`src/rtl/if_prefetch_unit_if.sv`:
```
// Instruction-memory read bus: fetch unit (master) to a synchronous
// instruction memory (slave) with one cycle of read latency.
interface if_prefetch_unit_if #(
  parameter int LEN    = 32,
  parameter int ADDR_W = 11
);
  logic [ADDR_W-1:0] o_imem_addr;
  logic              o_imem_en;
  logic [LEN-1:0]    i_imem_data;

  modport master (output o_imem_addr, output o_imem_en, input  i_imem_data);
  modport slave  (input  o_imem_addr, input  o_imem_en, output i_imem_data);
endinterface

```
`src/rtl/if_prefetch_unit.sv`:
```
// MIPS instruction-fetch stage with a decoupled prefetch FIFO feeding IF/ID.
// Optional performance counters are built when IF_PERF_CNT_EN is defined.
module if_prefetch_unit #(
  parameter int             LEN       = 32,
  parameter int             ADDR_W    = 11,
  parameter int             QDEPTH    = 4,
  parameter int             PC_STEP   = 1,
  parameter int             RESET_PC  = 0,
  parameter logic [LEN-1:0] HALT_WORD = LEN'(32'hFFFF_FFFF)
) (
  input  logic               i_clk,
  input  logic               i_rst,
  input  logic               i_stall,
  input  logic               i_jump,
  input  logic [LEN-1:0]     i_jump_addr,
  input  logic               i_branch,
  input  logic [LEN-1:0]     i_branch_addr,
  if_prefetch_unit_if.master imem,
  output logic [LEN-1:0]     o_instr,
  output logic [LEN-1:0]     o_pc_next,
  output logic               o_valid,
  output logic               o_halted,
  output logic [31:0]        o_fetch_cnt,
  output logic [31:0]        o_bubble_cnt
);

  localparam int PTR_W = $clog2(QDEPTH);
  localparam int CNT_W = PTR_W + 1;

  typedef struct packed {
    logic [LEN-1:0] instr;
    logic [LEN-1:0] pc_next;
  } entry_t;

  typedef enum logic {S_RUN, S_HALTED} state_e;

  state_e           r_state;
  logic [LEN-1:0]   r_pc;
  logic [LEN-1:0]   r_ret_pc;
  logic             r_inflight;
  logic [PTR_W-1:0] r_wr_ptr;
  logic [PTR_W-1:0] r_rd_ptr;
  logic [CNT_W-1:0] r_count;
  entry_t           r_fifo [QDEPTH];
  entry_t           r_ifid;
  logic             r_valid;
  logic             r_halted;

  logic             w_redirect;
  logic [LEN-1:0]   w_target;
  logic             w_ret_halt;
  logic             w_fifo_empty;
  logic             w_pop_fifo;
  logic             w_bypass;
  logic             w_pop;
  logic             w_push;
  logic [CNT_W:0]   w_occ;
  logic             w_issue;
  entry_t           w_ret_entry;
  entry_t           w_load_entry;
  logic             w_load_valid;

  assign w_redirect   = i_jump | i_branch;
  assign w_target     = i_jump ? i_jump_addr : i_branch_addr;
  assign w_ret_entry  = '{instr: imem.i_imem_data, pc_next: r_ret_pc};
  assign w_ret_halt   = r_inflight && (imem.i_imem_data == HALT_WORD);
  assign w_fifo_empty = (r_count == '0);

  // An empty FIFO lets the returning word go straight into IF/ID, which gives
  // the two-cycle request-to-decode latency.
  assign w_pop_fifo = !i_stall && !w_fifo_empty;
  assign w_bypass   = !i_stall && w_fifo_empty && r_inflight;
  assign w_pop      = w_pop_fifo | w_bypass;
  assign w_push     = r_inflight && !w_bypass && !w_redirect;

  // Credit counts the word still in flight so the FIFO can never overflow.
  assign w_occ   = {1'b0, r_count} + {{CNT_W{1'b0}}, r_inflight} - {{CNT_W{1'b0}}, w_pop};
  assign w_issue = (r_state == S_RUN) && !w_redirect && !w_ret_halt &&
                   (w_occ < (CNT_W+1)'(QDEPTH));

  assign imem.o_imem_en   = w_issue;
  assign imem.o_imem_addr = r_pc[ADDR_W-1:0];

  always_comb begin
    // NOTE: every combinational output gets a default first so no path can infer a latch.
    w_load_entry = '0;
    w_load_valid = 1'b0;
    if (w_pop_fifo) begin
      w_load_entry = r_fifo[r_rd_ptr];
      w_load_valid = 1'b1;
    end else if (w_bypass) begin
      w_load_entry = w_ret_entry;
      w_load_valid = 1'b1;
    end
  end

  // NOTE: FIFO storage carries no reset; r_count alone decides which slots are live.
  always_ff @(posedge i_clk) begin
    if (w_push) r_fifo[r_wr_ptr] <= w_ret_entry;
  end

  // NOTE: sequential state uses non-blocking assignments so every register
  // samples pre-edge values regardless of statement order.
  always_ff @(posedge i_clk) begin
    if (!i_rst) begin
      r_state    <= S_RUN;
      r_pc       <= LEN'(RESET_PC);
      r_ret_pc   <= '0;
      r_inflight <= 1'b0;
      r_wr_ptr   <= '0;
      r_rd_ptr   <= '0;
      r_count    <= '0;
      r_ifid     <= '0;
      r_valid    <= 1'b0;
      r_halted   <= 1'b0;
    end else if (w_redirect) begin
      // Flush wins over stall: queue, in-flight word and IF/ID are all dropped.
      r_state    <= S_RUN;
      r_pc       <= w_target;
      r_inflight <= 1'b0;
      r_wr_ptr   <= '0;
      r_rd_ptr   <= '0;
      r_count    <= '0;
      r_ifid     <= '0;
      r_valid    <= 1'b0;
      r_halted   <= 1'b0;
    end else begin
      r_inflight <= w_issue;
      if (w_issue) begin
        r_pc     <= r_pc + LEN'(PC_STEP);
        r_ret_pc <= r_pc + LEN'(PC_STEP);
      end
      if (w_ret_halt) r_state <= S_HALTED;

      if (w_push)     r_wr_ptr <= r_wr_ptr + PTR_W'(1);
      if (w_pop_fifo) r_rd_ptr <= r_rd_ptr + PTR_W'(1);
      case ({w_push, w_pop_fifo})
        2'b10:   r_count <= r_count + CNT_W'(1);
        2'b01:   r_count <= r_count - CNT_W'(1);
        default: ;
      endcase

      if (!i_stall) begin
        r_ifid  <= w_load_entry;
        r_valid <= w_load_valid;
        if (w_load_valid && (w_load_entry.instr == HALT_WORD)) r_halted <= 1'b1;
      end
    end
  end

  assign o_instr   = r_ifid.instr;
  assign o_pc_next = r_ifid.pc_next;
  assign o_valid   = r_valid;
  assign o_halted  = r_halted;

`ifdef IF_PERF_CNT_EN
  logic [31:0] r_fetch_cnt;
  logic [31:0] r_bubble_cnt;
  logic        w_bubble_load;

  // A flush loads a bubble too; a stall hold does not.
  assign w_bubble_load = w_redirect || (!i_stall && !w_load_valid);

  always_ff @(posedge i_clk) begin
    if (!i_rst) begin
      r_fetch_cnt  <= '0;
      r_bubble_cnt <= '0;
    end else begin
      if (w_issue)       r_fetch_cnt  <= r_fetch_cnt + 32'd1;
      if (w_bubble_load) r_bubble_cnt <= r_bubble_cnt + 32'd1;
    end
  end

  assign o_fetch_cnt  = r_fetch_cnt;
  assign o_bubble_cnt = r_bubble_cnt;
`else
  assign o_fetch_cnt  = '0;
  assign o_bubble_cnt = '0;
`endif

endmodule
```
`src/flat_wrapper.sv`:
```
// flat-port wrapper written by rule: the top's interface ports become plain ports
module if_prefetch_unit_flat 
#(
  parameter int             LEN       = 32,
  parameter int             ADDR_W    = 11,
  parameter int             QDEPTH    = 4,
  parameter int             PC_STEP   = 1,
  parameter int             RESET_PC  = 0,
  parameter logic [LEN-1:0] HALT_WORD = LEN'(32'hFFFF_FFFF)
)
  (i_clk, i_rst, i_stall, i_jump, i_jump_addr, i_branch, i_branch_addr, o_instr, o_pc_next, o_valid, o_halted, o_fetch_cnt, o_bubble_cnt, imem_o_imem_addr, imem_o_imem_en, imem_i_imem_data);
  if_prefetch_unit_if #(.LEN(LEN), .ADDR_W(ADDR_W)) imem_i ();
  input  logic i_clk;
  input  logic i_rst;
  input  logic i_stall;
  input  logic i_jump;
  input  logic [LEN-1:0] i_jump_addr;
  input  logic i_branch;
  input  logic [LEN-1:0] i_branch_addr;
  output logic [LEN-1:0] o_instr;
  output logic [LEN-1:0] o_pc_next;
  output logic o_valid;
  output logic o_halted;
  output logic [31:0] o_fetch_cnt;
  output logic [31:0] o_bubble_cnt;
  output wire logic [$bits(imem_i.o_imem_addr)-1:0] imem_o_imem_addr;
  output wire logic [$bits(imem_i.o_imem_en)-1:0] imem_o_imem_en;
  input wire logic [$bits(imem_i.i_imem_data)-1:0] imem_i_imem_data;
  assign imem_o_imem_addr = imem_i.o_imem_addr;
  assign imem_o_imem_en = imem_i.o_imem_en;
  assign imem_i.i_imem_data = imem_i_imem_data;
  if_prefetch_unit #(.LEN(LEN), .ADDR_W(ADDR_W), .QDEPTH(QDEPTH), .PC_STEP(PC_STEP), .RESET_PC(RESET_PC), .HALT_WORD(HALT_WORD)) u_core (.i_clk(i_clk), .i_rst(i_rst), .i_stall(i_stall), .i_jump(i_jump), .i_jump_addr(i_jump_addr), .i_branch(i_branch), .i_branch_addr(i_branch_addr), .imem(imem_i), .o_instr(o_instr), .o_pc_next(o_pc_next), .o_valid(o_valid), .o_halted(o_halted), .o_fetch_cnt(o_fetch_cnt), .o_bubble_cnt(o_bubble_cnt));
endmodule
```
`config.mk`:
```
export PLATFORM = sky130hd
export DESIGN_NAME = if_prefetch_unit_flat
export DESIGN_NICKNAME = d
export VERILOG_FILES = /design/src/rtl/if_prefetch_unit_if.sv /design/src/rtl/if_prefetch_unit.sv /design/src/flat_wrapper.sv
export SDC_FILE = /design/constraint.sdc
export NUM_CORES = 1
export LEC_CHECK = 0
export CORE_ASPECT_RATIO = 1.75
export CORE_UTILIZATION = 35
export CTS_CLUSTER_DIAMETER = 120
export CTS_CLUSTER_SIZE = 25
export DETAILED_ROUTE_END_ITERATION = 10
export SETUP_SLACK_MARGIN = 0.4
export SYNTH_ARGS = -nofsm -noshare
export SYNTH_HDL_FRONTEND = slang
export SYNTH_SLANG_ARGS = --single-unit
```
`constraint.sdc`:
```
create_clock -name i_clk -period 5.47 [get_ports i_clk]
set_input_delay 1.641 -clock i_clk [delete_from_list [all_inputs] [get_ports i_clk]]
set_output_delay 1.641 -clock i_clk [all_outputs]
set_load 0.01 [all_outputs]
```
==> qor.yml, run 1 <==
floorplanning:
  dieArea_um2: 49500
  die_h_um: 293
  rows: 106
  dieWidth_um: 169
  core_area_um2: 47900
  start_util_pct: 35.5
  ios: 243
synthesis:
  synth_area_um2: 17000
  synthArstFlopShare_pct: 0
  ys_ff_latch: 397
  syn_area_per_cell_um2: 12.5
  yosysSeqAreaShare_pct: 61.9
  synthFlopType: "edfxtp_1"
  syn_inst: 1363
  yosysUniqueCellTypes: 58
  synth_edf_count: 256
  yosys_warnings: 0
detailed_routing:
  routed_wl_um: 44600
  vias_per_cell: 5.12
  drtPass1Iterations: 5
  vias: 11200
  ant_nets: 0
  routedWlPerCell_um: 20.3
  drtIter0Drc: 677
  drc: 0
timing:
  relSlewSlack_pct: 36.8
  holdWs_ns: 0.475
  fin_skew_ns: 0.0276
  hold_viol_final: 0
  post-route-min-period_ns: 4.98
  setup_viol: 0
  min_period_over_period_pct: 91.1
  rsz0062_at_grt: "no"
  max_freq_mhz: 201
  finalMaxSlewViolations: 0
  tightest_slew_ns: 0.948
global_routing:
  antenna_found_initial: 0
  grt_max_degree: 68
  grt_pass1_wl_um: 67400
  grt_util_all_layers_pct: 18.1
  grt_pass1_vias: 11400
  grt-ovfl-total: 0
finish:
  final_cells: 2192
  drive_above_1_share_pct: 11.4
  diodes: 0
  syn_to_final_growth_pct: 18.4
  nNetsFinal: 1642
worst_setup_path:
  critical_path.startpoint: "imem_i_imem_data[6]"
  setup.worst_path.end_class: "output port"
  worstPathRequired_ns: 3.83
  slowest_stage: "clkdlybuf4s50_1"
  critPathMaxFanout: 2
  path_class: "primary input to output port"
  path_cells: "clkdlybuf4s50_1, nand4_1, nor3_2, a31oi_4, o211ai_1, buf_4, inv_2, buf_2"
  critPathBufInv: 4
  max_stage_delay_ns: 0.53
  cp-start-kind: "primary input"
  r2r-start: "u_core.r_count[0]"
  cp_data_arrival_time_ns: 3.34
  path_delay_family: "buffers and inverters"
clock_tree:
  cts_htree_levels: 1
  clockRootBuffer: "clkbuf_16"
  hold_buffers: 0
  cts_buffers: 19
  cts.clk_slew.worst_paths_ns: 0.11
  insertion_delay_ns: 0.53
  cts_buffer_depth: 3
  cts_tree: "built"
  clock_sinks: 397
placed_design:
  io_buffer_count: 178
  gp_congestion: 0.870
  hpwlAfterDp_um: 30400
  dp.cells: 2158
power:
  power_mw: 5.19
  peakVddDrop_v: 0.000172
  p_leak_nw: 6.29
  p_per_area_nw_per_um2: 258
flow_run:
  cap_violations: 0
min_path:
  min_from: "u_core.o_instr[10]"
  hp-class: "register to register"
outcome:
  outcome: "completed"
[cells in the final DEF (no fill, tap or decap), types with 5 or more instances in the layout]
cell | synthesis | routed
conb_1 | 1 | 64
nand4_1 | 12 | 12
dlymetal6s2s_1 | 0 | 5
clkdlybuf4s50_1 | 0 | 168
inv_1 | 14 | 14
o22ai_1 | 18 | 18
nor4_1 | 6 | 5
and2_1 | 11 | 7
nand2_1 | 105 | 104
nor2_1 | 117 | 116
nor3_1 | 13 | 11
mux4_2 | 63 | 63
buf_12 | 0 | 9
a21oi_1 | 138 | 138
a211oi_1 | 31 | 31
xor2_1 | 32 | 32
and3_1 | 19 | 18
clkbuf_16 | 0 | 19
clkbuf_1 | 64 | 13
dfxtp_1 | 141 | 138
a22oi_1 | 25 | 25
xnor2_1 | 26 | 26
o21ai_0 | 12 | 12
buf_4 | 82 | 60
a31oi_1 | 10 | 9
ha_1 | 8 | 8
edfxtp_1 | 256 | 256
nand3_1 | 85 | 85
[power breakdown]
part	internal [mW]	total [mW]	switching, mW	leakage [nW]
registers	3.22	3.28	0.0559	3.46
logic	0.154	0.339	0.185	2.58
clock network	0.666	1.58	0.914	0.253
total	4.04	5.19	1.15	6.29
[worst min-delay path: cells and delay by family (launching register included)]
kind / cells / cell delay [ns]
flops: 1 / 0.33
simple gates: 1 / 0.06
compound gates: 1 / 0.05
[cells in the mapped netlist (13+ instances only)]
cell type / n / area share [%]
buf_4: 82 / 3.6
inv_1: 14 / 0.31
xnor2_1: 26 / 1.3
and3_1: 19 / 0.70
a21oi_1: 138 / 4.1
nand3_1: 85 / 2.5
xor2_1: 32 / 1.6
clkbuf_1: 64 / 1.4
a211oi_1: 31 / 1.4
a22oi_1: 25 / 1.1
mux4_2: 63 / 8.4
nand2_1: 105 / 2.3
nor3_1: 13 / 0.38
o22ai_1: 18 / 0.66
edfxtp_1: 256 / 45
nor2_1: 117 / 2.6
dfxtp_1: 141 / 17
[state kept, by name, summed over array words and instances (netlist names), named ones only]
| register | cells |
|---|---|
| u_core.r_count | 3 |
| u_core.r_wr_ptr | 2 |
| u_core.o_halted | 1 |
| u_core.o_pc_next | 32 |
| u_core.r_rd_ptr | 2 |
| u_core.r_pc | 32 |
| u_core.r_state | 1 |
| u_core.r_inflight | 1 |
| u_core.o_valid | 1 |
| u_core.r_ret_pc | 32 |
| u_core.o_instr | 32 |
| u_core.r_fifo | 256 |
[metal layers]
layer / global-route usage, % / part of all wire (%) / vias to the layer above
li1: - / - / 5254
met1: 19.9 / 38 / 5505
met2: 35.5 / 55 / 404
met3: 1.76 / 4.7 / 59
met4: 6.03 / 2.9 / 0
met5: 0 / 0 / -
[through the flow]
| stage | util [%] | cell area, µm² | worst slack [ns] | setup TNS [ns] |
|---|---|---|---|---|
| floorplan | - | 17300 | 0.267 | 0 |
| global placement | 40.8 | 19500 | -0.307 | -0.307 |
| detailed placement | 40.8 | 19500 | -0.289 | -0.289 |
| CTS | 42.0 | 20100 | 0.406 | 0 |
| global route | 42.0 | 20100 | 0.408 | 0 |
| finish | 42.0 | 20100 | 0.486 | 0 |
[kinds of logic (layout without fill, tap and decap cells)]
logic type                 count (synthesis)  in the layout  synth area share [%]
and+or+nand+nor                          383            383                  10.3
buffers and inverters                    178            296                  5.86
DFF                                      397            397                  61.9
xor gates and xnor gates                  58             58                  2.99
adders and majority gates                  9              9                 0.707
muxes                                     68             68                  8.65
other                                      1             64                0.0221
AOI/OAI and AO/OA                        269            269                  9.62
[worst paths after layout]
path / slack, ns / depth (start not counted) / to
worst max-delay path: 0.49 / 8 / imem_o_imem_en
worst min-delay path: 0.47 / 2 / u_core.o_instr[10]
worst max register to register: 2.13 / 9 / u_core.r_pc[25]
worst min register to register: 0.47 / 2 / u_core.o_instr[10]
[cell type report]
class,count,area (µm²)
clock inverters,1,5.00
repair buffers,247,2420
well taps,648,811
inverters,16,60.1
flip-flops and latches,397,10500
multi-input cells,851,5780
clock buffers,32,524
fillers,4539,27800
[repair_timing]
action                     in CTS  in global routing
buffers inserted                0                  1
pin swaps                       5                  6
cloned                          0                  0
setup endpoints to repair       1                  1
gates resized for setup        14                  5
Note: power is estimated with default switching activity, not from simulation.
==> run 2, diff against run 1 <==
Settings changed: ABC_AREA set to 1, SETUP_SLACK_MARGIN 0.4 to 0.02.
==> run 2 against run 1 <==
  * Via count is 18% higher
  * Area after synthesis is 3.5% higher
  * Setup slack got worse by 0.35 ns
  * Largest power group unchanged
  * Sequential share of layout area fell by 0.38 points
  * Highest routed layer unchanged
  * Cell count grew 21%
  * Power decreased by 1.3%
  * Combinational power is 6.2% lower
  * Clock skew is 0.0070 ns lower
  * Synthesized cell count grew 36%
  * Core utilization is 1.1 points lower
  * Largest cell class unchanged
  * Critical path type unchanged
  * Non-clock buffer count fell by 29
  * Clock power about the same
==> qor.yml, run 2 <==
floorplanning:
  dieArea_um2: 51200
  dieWidth_um: 171
  core_area_um2: 49600
  rows: 108
  die_h_um: 298
  start_util_pct: 35.4
  ios: 243
synthesis:
  yosysTopAreaCell: "edfxtp_1"
  synthArstFlopShare_pct: 0
  synth_area_um2: 17600
  synthTopCellsByCount: "nand2_1 (528), edfxtp_1 (256), dfxtp_1 (141)"
  synthFlopType: "edfxtp_1"
  yosysSeqAreaShare_pct: 59.8
  synth_edf_count: 256
  yosysTopAreaCellShare_pct: 43.7
  yosysMostFrequentCell: "nand2_1"
  synthTopCellsByArea: "edfxtp_1 (44%), dfxtp_1 (16%), nand2_1 (11%), nand3_1 (3.8%), buf_4 (3.4%)"
  yosysUniqueCellTypes: 39
  syn_inst: 1850
  yosys_warnings: 0
  ys_ff_latch: 397
  syn_area_per_cell_um2: 9.50
timing:
  setup_tns_ns: 0
  post-route-min-period_ns: 5.33
  tightest_slew_ns: 1.02
  fin_skew_ns: 0.0206
  min_period_over_period_pct: 97.5
  max_freq_mhz: 188
  relSlewSlack_pct: 32.0
  finalMaxSlewViolations: 0
  hold_viol_final: 0
  rsz0062_at_grt: "no"
  setup_viol: 0
global_routing:
  grt_pass1_wl_um: 74800
  grt-ovfl-total: 0
  grt_util_all_layers_pct: 19.3
  grt_pass1_vias: 13100
  grt_max_degree: 76
  antenna_found_initial: 0
clock_tree:
  cts_resized: 0
  hold_buffers: 0
  clockRootBuffer: "clkbuf_16"
  postCtsSetupRepairBufs: 0
  cts_htree_levels: 1
  insertion_delay_ns: 0.54
  cts.clk_slew.worst_paths_ns: 0.09
  cts_tree: "built"
  cts_buffer_depth: 3
  clock_sinks: 397
  cts_buffers: 19
finish:
  syn_to_final_growth_pct: 15.3
  finish.utilization_pct: 40.9
  max_flop_register: "u_core.r_fifo"
  diodes: 0
  regArea_um2: 10500
  fill_cells: 4903
  stdcell_area_um2: 20300
  most-common-layout-cells: "nand2_1 (528), edfxtp_1 (256), clkdlybuf4s50_1 (177), dfxtp_1 (139), nand3_1 (132)"
  largest_reg_flops: 256
  multi_input_area_um2: 5960
  final_cells: 2648
  final_common_cell: "nand2_1"
  drive_above_1_share_pct: 6.09
  nNetsFinal: 2086
worst_setup_path:
  r2r-start: "u_core.r_count[0]"
  cp_data_arrival_time_ns: 3.69
  slowest_stage: "clkdlybuf4s50_1"
  max_stage_delay_ns: 0.57
  worstPathRequired_ns: 3.83
  critical_path.startpoint: "imem_i_imem_data[3]"
  cp-start-kind: "primary input"
  path_class: "primary input to output port"
  setup.worst_path.end_class: "output port"
  critPathMaxFanout: 6
  path_cells: "clkdlybuf4s50_1, nand2_1, nor2_1, nand3_1, nor2_1, nand3_1, nand2_1, nor2_2, nand2_4, inv_2, clkdlybuf4s50_1"
min_path:
  min_from: "u_core.o_halted"
  hp-class: "register to register"
power:
  p_leak_nw: 7.39
  peakVddDrop_v: 0.000263
  p_per_area_nw_per_um2: 253
outcome:
  outcome: "completed"
placed_design:
  io_buffer_count: 178
  hpwlAfterDp_um: 32400
  dp.cells: 2615
  place_area_um2: 19700
  gp_congestion: 0.930
detailed_routing:
  routedWlPerCell_um: 18.7
  vias: 13200
  vias_per_cell: 4.98
  ant_nets: 0
  routed_wl_um: 49600
  drtIter0Drc: 716
  drc: 0
  drtPass1Iterations: 6
flow_run:
  cap_violations: 0
-- run 2: through the flow --
| stage | hold slack, ns | total power, mW | setup WS, ns |
|---|---|---|---|
| 6_report | 0.465 | 5.13 | 0.138 |
| 5_1_grt | 0.494 | 5.30 | 0.0480 |
| 4_1_cts | 0.466 | 5.18 | 0.0955 |
| 3_5_place_dp | 0.452 | 3.62 | 0.0964 |
| 3_3_place_gp | 0.449 | 3.62 | 0.134 |
| 2_1_floorplan | 0.436 | 3.49 | 0.101 |
-- run 2: power by group --
part           total, mW  switching [mW]  leakage, nW  internal [mW]
sequential          3.24          0.0401         3.64           3.20
combinational      0.318           0.186         3.50          0.132
clock               1.57           0.908        0.253          0.665
-- run 2: per-layer routing --
metal	vias to the layer above	global-route usage [%]	wire length, µm	part of all wire [%]
met5	-	0	0	0
li1	6364	-	-	-
met2	418	37.2	26800	54
met4	0	7.72	1860	3.7
met3	76	1.96	2260	4.5
met1	6336	21.0	18700	38
-- run 2: worst max-delay path: cells and delay by family --
kind / cells / cell delay (ns)
buffers and inverters: 3 / 1.10
AND/OR/NAND/NOR: 8 / 0.94
-- run 2: logic make-up (layout without fill, tap and decap cells) --
logic type      Yosys count  after routing  share of synthesized area [%]
simple gates            870            870                           21.2
compound gates          293            293                           9.48
xor+xnor                 19             19                          0.947
other cells               1             64                         0.0213
fa+ha+maj                 9              9                          0.683
flops                   397            397                           59.8
buf+inv                 261            336                           7.90
-- run 2: path summary, 6_finish.rpt --
| path | end | slack, ns | cells after the start |
|---|---|---|---|
| worst min register to register | u_core.o_halted | 0.46 | 2 |
| worst max register to register | u_core.r_pc[22] | 2.44 | 16 |
| worst max-delay path | imem_o_imem_en | 0.14 | 11 |
| worst min-delay path | u_core.o_halted | 0.46 | 2 |
-- run 2: layout make-up --
cell class / instances / share of cell area, %
multi-input combinational: 1255 / 29.4
sequential: 397 / 51.9
inverter: 85 / 1.58
timing repair buffer: 218 / 10.4
tap: 660 / 4.08
clock inverter: 1 / 0.0247
clock buffer: 32 / 2.59
==> run 3, diff against run 2 <==
Settings changed: CAP_MARGIN set to 20, CORE_MARGIN set to 2.
==> run 3 against run 2 <==
  * Cell count grew 0.30%
  * Worst hold slack gained 0.015 ns
  * Clock power is essentially flat
  * Register-to-register slack lost 0.18 ns
  * Count of clock-buffer cells in the layout is the same
==> qor.yml, run 3 (same netlist as run 2, synthesis figures left out) <==
outcome:
  outcome: "completed"
placed_design:
  hpwlAfterDp_um: 32400
  dp_slack_ns: 0.212
  io_buffer_count: 178
  place_area_um2: 19800
  dp.cells: 2622
  gp_congestion: 0.922
worst_setup_path:
  slowest_stage: "clkdlybuf4s50_1"
  cp_data_arrival_time_ns: 3.62
  worstPathRequired_ns: 3.83
  critical_path.startpoint: "imem_i_imem_data[30]"
  cp-start-kind: "primary input"
  path_class: "primary input to output port"
  critPathMaxFanout: 5
  critPathBufInv: 4
  cpMostUsedCell: "nand2_1"
  path_delay_family: "buffers and inverters"
  setup.worst_path.end_class: "output port"
  path_cells: "clkdlybuf4s50_1, nand2_1, inv_1, nand2_1, nor2_1, nand3_1, nand2_1, nor2_2, nand2_4, inv_2, clkdlybuf4s50_1"
  max_stage_delay_ns: 0.52
min_path:
  hp-class: "register to register"
  min_from: "u_core.o_halted"
power:
  p_per_area_nw_per_um2: 253
  peakVddDrop_v: 0.000199
  p_leak_nw: 7.43
detailed_routing:
  drt-met1-wl_um: 18900
  drc: 0
  routedWlPerCell_um: 18.8
  drtPass1Iterations: 5
  wl_met3_um: 2650
  ant_nets: 0
  drtIter0Drc: 808
  vias: 13300
  routed_wl_um: 49900
  dr.max_layer_used: "met4"
  wl_met2_um: 26500
  vias_per_cell: 4.99
floorplanning:
  core_area_um2: 49600
  dieWidth_um: 173
  rows: 108
  start_util_pct: 35.4
  die_h_um: 300
  dieArea_um2: 52100
  ios: 243
timing:
  fin_ws_ns: 0.207
  min_period_over_period_pct: 96.2
  relSlewSlack_pct: 34.0
  max_freq_mhz: 190
  setup_tns_ns: 0
  holdWs_ns: 0.480
  hold_viol_final: 0
  setup_viol: 0
  finalMaxSlewViolations: 0
  post-route-min-period_ns: 5.26
  tightest_slew_ns: 0.989
  rsz0062_at_grt: "no"
  fin_skew_ns: 0.0318
clock_tree:
  cts_htree_levels: 1
  cts_buffers: 19
  cts_buffer_depth: 3
  hold_buffers: 0
  cts.clk_slew.worst_paths_ns: 0.10
  cts_resized: 0
  postCtsSetupRepairBufs: 0
  clockRootBuffer: "clkbuf_16"
  insertion_delay_ns: 0.56
  cts_tree: "built"
  clock_sinks: 397
finish:
  nNetsFinal: 2093
  final_common_cell: "nand2_1"
  stdcell_area_um2: 20300
  most-common-layout-cells: "nand2_1 (528), edfxtp_1 (256), clkdlybuf4s50_1 (177), dfxtp_1 (139), nand3_1 (132)"
  syn_to_final_growth_pct: 15.6
  max_flop_register: "u_core.r_fifo"
  largest_reg_flops: 256
  diodes: 0
  final_cells: 2656
  drive_above_1_share_pct: 6.46
global_routing:
  grt_util_all_layers_pct: 18.6
  grt_pass1_wl_um: 75200
  grt_max_degree: 91
  antenna_found_initial: 1
  grt_pass1_vias: 13100
  grt-ovfl-total: 0
flow_run:
  cap_violations: 0
==> run 3: cell count changes in the layout (fill, tap and decap cells not counted), sizes merged <==
cell and delta:
buf +7, inv +1
==> run 3: layer usage <==
layer | up-vias | track usage (%)
li1 | 6378 | -
met4 | 0 | 7.24
met5 | - | 0
met2 | 428 | 35.8
met1 | 6364 | 20.8
met3 | 82 | 2.13
==> run 3: report_power, final <==
group / switching (mW) / internal (mW) / leakage [nW]
Combinational: 0.187 / 0.135 / 3.53
Clock: 0.929 / 0.668 / 0.258
Sequential: 0.0361 / 3.20 / 3.64
==> run 3: path summary, 6_finish.rpt <==
check / endpoint / slack [ns] / cells after the start
setup / recovery: imem_o_imem_en / 0.21 / 11
hold / removal: u_core.o_halted / 0.48 / 2
setup reg to reg: u_core.o_halted / 2.26 / 12
hold reg to reg: u_core.o_halted / 0.48 / 2
==> run 3: cell type report <==
type | count | area, µm²
clock buffer | 32 | 524
clock inverter | 2 | 13.8
fill | 4875 | 29300
inverter | 85 | 320
multi-input combinational | 1255 | 5960
sequential | 397 | 10500
tap | 660 | 826
timing repair buffer | 225 | 2170
==> run 3: metrics by stage <==
| stage | power, mW | util [%] |
|---|---|---|
| after floorplan | 3.49 | - |
| after global placement | 3.62 | 39.9 |
| after detailed placement | 3.62 | 39.9 |
| after CTS | 5.20 | 41.0 |
| after global routing | 5.34 | 41.0 |
| final | 5.15 | 41.0 |
==> run 3: worst register-to-register path: stages, from the launching register on <==
cell and delay, ns:
dfxtp_2 0.32, buf_4 0.72, inv_2 0.53, buf_4 0.45, nand3_1 0.20, nand3_1 0.08, nand2_1 0.19, nand2_1 0.08
nor2_1 0.10, nand2_1 0.07, nor2_1 0.19, nand2_1 0.09, a21oi_1 0.12
